<file path="src/rtl/ram_bist_if.sv">
// Single-port RAM bus between the march-test initiator (master) and the RAM (slave).
interface ram_bist_if #(
    parameter int unsigned N = 8,
    parameter int unsigned A = 5
);
    logic         WE;
    logic [A-1:0] Address;
    logic [N-1:0] D;
    logic [N-1:0] Q;

    modport master (output WE, output Address, output D, input Q);
    modport slave  (input WE, input Address, input D, output Q);
endinterface

</file>
<file path="src/rtl/ram_bist_ctrl.sv">
// March self-test initiator: W0 pattern, R0 check, W1 inverse, R1 check,
// reporting pass/fail plus the first failing address and read data.
module ram_bist_ctrl #(
    parameter int unsigned   N      = 8,
    parameter int unsigned   A      = 5,
    parameter logic [N-1:0]  SEED   = N'(8'hA5),
    parameter int unsigned   RD_LAT = 1
) (
    input  logic          clk,
    input  logic          clear,
    input  logic          start,
    output logic          busy,
    output logic          done,
    output logic          pass,
    output logic [A-1:0]  fail_addr,
    output logic [N-1:0]  fail_data,
    ram_bist_if.master    ram
);

    localparam logic [A-1:0] LAST_ADDR = '1;

    typedef enum logic [2:0] {
        S_IDLE,
        S_W0,
        S_R0,
        S_W1,
        S_R1,
        S_DONE
    } state_t;

    state_t       r_state,     w_state_nxt;
    logic         r_busy,      w_busy_nxt;
    logic         r_done,      w_done_nxt;
    logic         r_pass,      w_pass_nxt;
    logic [A-1:0] r_fail_addr, w_fail_addr_nxt;
    logic [N-1:0] r_fail_data, w_fail_data_nxt;
    logic         r_we,        w_we_nxt;
    logic [A-1:0] r_addr,      w_addr_nxt;
    logic [N-1:0] r_d,         w_d_nxt;
    logic         r_cmp_vld,   w_cmp_vld_nxt;
    logic [A-1:0] r_cmp_addr,  w_cmp_addr_nxt;
    logic         r_drain,     w_drain_nxt;

    logic [A-1:0] w_cmp_addr;
    logic [N-1:0] w_inv;
    logic [N-1:0] w_exp;
    logic         w_cmp_en;
    logic         w_mismatch;
    logic         w_phase_end;
    logic [A-1:0] w_addr_inc;

    function automatic logic [N-1:0] pat(input logic [A-1:0] a);
        return N'(a) ^ SEED;
    endfunction

    // With a registered RAM read, data is checked one cycle after its address was issued
    assign w_cmp_addr  = (RD_LAT == 0) ? r_addr : r_cmp_addr;
    assign w_cmp_en    = (RD_LAT == 0) ? 1'b1   : r_cmp_vld;
    assign w_phase_end = (RD_LAT == 0) ? (r_addr == LAST_ADDR) : r_drain;
    assign w_inv       = (r_state == S_W1 || r_state == S_R1) ? '1 : '0;
    assign w_exp       = pat(w_cmp_addr) ^ w_inv;
    assign w_mismatch  = w_cmp_en && (ram.Q != w_exp);
    assign w_addr_inc  = r_addr + A'(1);

    always_comb begin
        w_state_nxt     = r_state;
        w_busy_nxt      = 1'b0;
        w_done_nxt      = r_done;
        w_pass_nxt      = r_pass;
        w_fail_addr_nxt = r_fail_addr;
        w_fail_data_nxt = r_fail_data;
        w_we_nxt        = 1'b0;
        w_addr_nxt      = r_addr;
        w_d_nxt         = '0;
        w_cmp_vld_nxt   = 1'b0;
        w_cmp_addr_nxt  = r_addr;
        w_drain_nxt     = 1'b0;

        case (r_state)
            S_IDLE, S_DONE: begin
                if (start) begin
                    w_state_nxt     = S_W0;
                    w_busy_nxt      = 1'b1;
                    w_done_nxt      = 1'b0;
                    w_pass_nxt      = 1'b0;
                    w_fail_addr_nxt = '0;
                    w_fail_data_nxt = '0;
                    w_we_nxt        = 1'b1;
                    w_addr_nxt      = '0;
                    w_d_nxt         = pat('0);
                end
            end

            S_W0, S_W1: begin
                w_busy_nxt = 1'b1;
                if (r_addr == LAST_ADDR) begin
                    w_state_nxt = (r_state == S_W0) ? S_R0 : S_R1;
                    w_addr_nxt  = '0;
                end else begin
                    w_we_nxt   = 1'b1;
                    w_addr_nxt = w_addr_inc;
                    w_d_nxt    = pat(w_addr_inc) ^ w_inv;
                end
            end

            S_R0, S_R1: begin
                if (w_mismatch) begin
                    w_state_nxt     = S_DONE;
                    w_done_nxt      = 1'b1;
                    w_pass_nxt      = 1'b0;
                    w_fail_addr_nxt = w_cmp_addr;
                    w_fail_data_nxt = ram.Q;
                    w_addr_nxt      = '0;
                end else if (w_phase_end) begin
                    w_addr_nxt = '0;
                    if (r_state == S_R0) begin
                        w_state_nxt = S_W1;
                        w_busy_nxt  = 1'b1;
                        w_we_nxt    = 1'b1;
                        w_d_nxt     = ~pat('0);
                    end else begin
                        w_state_nxt = S_DONE;
                        w_done_nxt  = 1'b1;
                        w_pass_nxt  = 1'b1;
                    end
                end else begin
                    // Issue a read; the last address is held through the drain cycle
                    w_busy_nxt    = 1'b1;
                    w_cmp_vld_nxt = 1'b1;
                    w_drain_nxt   = (RD_LAT != 0) && (r_addr == LAST_ADDR);
                    w_addr_nxt    = (r_addr == LAST_ADDR) ? r_addr : w_addr_inc;
                end
            end

            default: w_state_nxt = S_IDLE;
        endcase
    end

    always_ff @(posedge clk) begin
        if (clear) begin
            r_state     <= S_IDLE;
            r_busy      <= 1'b0;
            r_done      <= 1'b0;
            r_pass      <= 1'b0;
            r_fail_addr <= '0;
            r_fail_data <= '0;
            r_we        <= 1'b0;
            r_addr      <= '0;
            r_d         <= '0;
            r_cmp_vld   <= 1'b0;
            r_cmp_addr  <= '0;
            r_drain     <= 1'b0;
        end else begin
            r_state     <= w_state_nxt;
            r_busy      <= w_busy_nxt;
            r_done      <= w_done_nxt;
            r_pass      <= w_pass_nxt;
            r_fail_addr <= w_fail_addr_nxt;
            r_fail_data <= w_fail_data_nxt;
            r_we        <= w_we_nxt;
            r_addr      <= w_addr_nxt;
            r_d         <= w_d_nxt;
            r_cmp_vld   <= w_cmp_vld_nxt;
            r_cmp_addr  <= w_cmp_addr_nxt;
            r_drain     <= w_drain_nxt;
        end
    end

    assign busy        = r_busy;
    assign done        = r_done;
    assign pass        = r_pass;
    assign fail_addr   = r_fail_addr;
    assign fail_data   = r_fail_data;
    assign ram.WE      = r_we;
    assign ram.Address = r_addr;
    assign ram.D       = r_d;

endmodule

</file>
<file path="src/flat_wrapper.sv">
// flat-port wrapper written by rule: the top's interface ports become plain ports
module ram_bist_ctrl_flat 
#(
    parameter int unsigned   N      = 8,
    parameter int unsigned   A      = 5,
    parameter logic [N-1:0]  SEED   = N'(8'hA5),
    parameter int unsigned   RD_LAT = 1
)
  (clk, clear, start, busy, done, pass, fail_addr, fail_data, ram_WE, ram_Address, ram_D, ram_Q);
  ram_bist_if #(.N(N), .A(A)) ram_i ();
  input  logic clk;
  input  logic clear;
  input  logic start;
  output logic busy;
  output logic done;
  output logic pass;
  output logic [A-1:0] fail_addr;
  output logic [N-1:0] fail_data;
  output wire logic [$bits(ram_i.WE)-1:0] ram_WE;
  output wire logic [$bits(ram_i.Address)-1:0] ram_Address;
  output wire logic [$bits(ram_i.D)-1:0] ram_D;
  input wire logic [$bits(ram_i.Q)-1:0] ram_Q;
  assign ram_WE = ram_i.WE;
  assign ram_Address = ram_i.Address;
  assign ram_D = ram_i.D;
  assign ram_i.Q = ram_Q;
  ram_bist_ctrl #(.N(N), .A(A), .SEED(SEED), .RD_LAT(RD_LAT)) u_core (.clk(clk), .clear(clear), .start(start), .busy(busy), .done(done), .pass(pass), .fail_addr(fail_addr), .fail_data(fail_data), .ram(ram_i));
endmodule
</file>
<file path="config.mk">
export PLATFORM = sky130hd
export DESIGN_NAME = ram_bist_ctrl_flat
export DESIGN_NICKNAME = d
export VERILOG_FILES = /design/src/rtl/ram_bist_if.sv /design/src/rtl/ram_bist_ctrl.sv /design/src/flat_wrapper.sv
export SDC_FILE = /design/constraint.sdc
export NUM_CORES = 1
export LEC_CHECK = 0
export BUFFER_PORTS_ARGS = -buffer_cell sky130_fd_sc_hd__clkbuf_2
export CORE_MARGIN = 10
export CORE_UTILIZATION = 57
export DETAILED_ROUTE_END_ITERATION = 16
export HOLD_SLACK_MARGIN = 0.03
export PLACE_DENSITY = 0.83
export SLEW_MARGIN = 20
export SYNTH_ARGS = -nofsm -noshare
export SYNTH_HDL_FRONTEND = slang
export SYNTH_SLANG_ARGS = --single-unit
</file>
<file path="constraint.sdc">
create_clock -name clk -period 4.4 [get_ports clk]
set_clock_uncertainty 0.2 [all_clocks]
set_input_delay 0.22 -clock clk [delete_from_list [all_inputs] [get_ports clk]]
set_output_delay 0.22 -clock clk [all_outputs]
set_load 0.02 [all_outputs]
</file>
==> impl_metrics.csv <==
group,metric,value,unit
grt,antenna_found_initial,0,
routing,vias_per_cell,5.61,
clocking,postCtsSetupBuffers,0,
setup_path,cp_top_family,"simple AND/OR/NAND/NOR gates",
yosys,synthArstFlopShare,0,%
finish,finish.utilization,70.9,%
place,pre_cts_ws,1380,ps
grt,grt_remaining_overflow,0,
floorplan,coreArea,3050,um^2
timing,maxSlewViolCount,0,
setup_path,cp_slowest_cell,"dfxtp_1",
power,power.density,276,nW/um^2
place,placed_cells,259,
yosys,synth_top_cell_by_area,"dfxtp_1",
floorplan,row_count,20,
setup_path,worstPathRequired,4490,ps
grt,track_usage,14.6,%
finish,layout-drive-gt1-share,25.0,%
timing,slew_headroom,46.3,%
routing,vias,1549,
yosys,ys_warn_count,0,
yosys,synth_seq_cells,39,
power,p_total,597,uW
routing,wire_per_inst,15.6,um
floorplan,die-area,5860,um^2
run_status,outcome,"finished, final reports clean",
finish,nets,244,
timing,setup_viol,0,
place,port-buffer-count,40,
floorplan,dieWidth,76.6,um
clocking,ctsResizeCount,0,
setup_path,critPathArrivalTime,3170,ps
finish,fin_cells,276,
clocking,cts_buffer_depth,2,
clocking,cts_buffers,5,
floorplan,die_h,76.6,um
yosys,yosysSeqAreaShare,42.8,%
grt,grt_pass1_vias,1482,
yosys,synth.distinct_cells,53,
timing,fin_crit_sh,70.1,%
setup_path,startpoint_type,"flop",
power,ir_worst_vdd,0.155,mV
finish,multi_input_area,951,um^2
finish,n_fill_cell,253,
clocking,clkTransAtPathRegs,120,ps
setup_path,endpoint_kind,"flop",
grt,grt_first_pass_wirelength,7.12,mm
flow_run,cap_violations,0,
finish,syn2layout_area_growth,18.7,%
routing,initialDrtViolationCount,64,
yosys,synth-main-ff-cell,"dfxtp_1",
clocking,clk_latency,350,ps
yosys,synth_area_leaders,"dfxtp_1 43%, a22o_1 6.2%, nor2b_1 3.4%",
setup_path,cpPeakStageDelay,710,ps
routing,drt-pass1-iter-count,4,
power,power_leakage,0.000923,uW
timing,worst_slew_pin_slew,796,ps
setup_path,crit_type,"reg -> reg",
hold_path,hp-class,"in -> reg",
place,finalWeightedCongestion,0.860,
routing,ant_nets,0,
timing,max_freq,0.324,GHz
yosys,synth_cells,186,
routing,routed_wl,4.30,mm
setup_path,worst-path-max-fanout,19,
yosys,synth_top_area_share,42.8,%
floorplan,io_pins,41,
yosys,syn-cell-area,1820,um^2
setup_path,path_buf_inv,1,
clocking,cts.htree.levels,2,
yosys,synth_nets,199,
timing,hold_viol_final,0,
clocking,cts_tree,"done",
floorplan,start_util,59.7,%
setup_path,path_cells,"nor2b_4 -> o2bb2ai_4 -> or4_4 -> nand3_1 -> nor3_1 -> buf_4 -> a22o_1",
timing,tns,0,ps
yosys,synth_edf_count,0,
clocking,clock_sinks,39,
routing,drc,0,
place,dpl.hpwl,3.17,mm
timing,setup_ws,1320,ps
grt,grt_max_degree,24,
finish,regArea,781,um^2
clocking,root_buffer,"clkbuf_4",
timing,finalCriticalPeriod,3080,ps
yosys,syn_avg_cell_area,9.80,um^2
timing,rsz0062_at_grt,"no",
finish,antennaDiodeCount,0,
stage by stage:
| stage | hold slack, ps | instance area, um^2 |
|---|---|---|
| floorplan | 145 | 1820 |
| detailed placement | 264 | 2020 |
| finish | 164 | 2160 |
| CTS | 176 | 2160 |
| global route | 217 | 2160 |
| global placement | 259 | 2020 |
path summary, 6_finish.rpt:
kind,startpoint,to,slack [ps],cells after the start
setup reg to reg,u_core.r_state[0]$_SDFFE_PP0P_,u_core.fail_addr[0]$_SDFFE_PP0P_,1320,7
hold reg to reg,u_core.pass$_SDFFE_PP0P_,u_core.pass$_SDFFE_PP0P_,290,2
hold / removal,clear,u_core.r_cmp_addr[2]$_SDFF_PP0_,160,2
setup / recovery,u_core.r_state[0]$_SDFFE_PP0P_,u_core.fail_addr[0]$_SDFFE_PP0P_,1320,7
layer usage:
layer  share of wire, %  up-vias  GRT usage [%]
li1                   -      771              -
met1                 44      733           16.7
met2                 48       39           24.0
met3                6.5        6           4.95
met4                1.4        0           6.13
met5                  0        -              0
cell families (layout without fill, tap and decap cells):
family | after synthesis | in the layout | share of synthesized area, %
simple gates | 59 | 59 | 19.0
xor+xnor | 11 | 11 | 5.28
compound gates | 53 | 53 | 24.8
mux | 3 | 3 | 1.72
flops | 39 | 39 | 42.8
fa+ha+maj | 2 | 2 | 1.37
buf+inv | 19 | 65 | 5.01
worst register-to-register path, stage by stage, from the launching register on:
cell       delay (ps)
dfxtp_1           710
nor2b_4           310
o2bb2ai_4         190
or4_4             210
nand3_1           360
nor3_1            660
buf_4             270
a22o_1            130
registers in the layout, summed over array words and instances, names as in the netlist, 3 cells and up:
signal,count
u_core.fail_data,8
u_core.ram.D,7
u_core.fail_addr,5
u_core.r_cmp_addr,5
u_core.ram.Address,5
u_core.r_state,3
synthesized netlist by cell type (4+ instances only):
cell,instances
dfxtp_1,39
a22o_1,13
nand2_1,10
nor2_1,10
nor2b_1,10
inv_1,7
a21o_1,6
clkbuf_1,6
xnor2_1,6
nand2b_1,5
o21ai_0,5
xor2_1,5
nand3_1,4
nor3_1,4
placed cells by master, fill, tap and decap left out, types with 5 or more instances in the layout:
master,instances
xnor2_1,6
xor2_1,5
dfxtp_1,39
clkbuf_4,5
a21o_1,6
nor2b_1,10
a22o_1,13
o21ai_0,5
nor2_1,10
nand2b_1,5
dlygate4sd3_1,9
clkbuf_2,40
nand2_1,10
inv_1,7
repair_timing:
| action | CTS | global route |
|---|---|---|
| hold buffers | 9 | 0 |
| endpoints found under the setup margin | 0 | 0 |
| endpoints found under the hold margin | 9 | 0 |
final cells by class:
cell class,count,area share (%)
multi-input cells,128,43.9
clock inverters,2,0.578
clock buffers,6,1.91
flip-flops and latches,39,36.1
repair buffers,50,13.8
inverters,7,1.21
well taps,44,2.54
power breakdown:
| part | leakage [uW] | total [uW] | switching (uW) | internal [uW] |
|---|---|---|---|---|
| registers | 0.000316 | 363 | 5.09 | 358 |
| logic | 0.000579 | 58.2 | 33.2 | 25.0 |
| clock network | 0.0000282 | 176 | 114 | 61.6 |
| total | 0.000923 | 597 | 152 | 444 |
(Power assumes the default switching activity.)
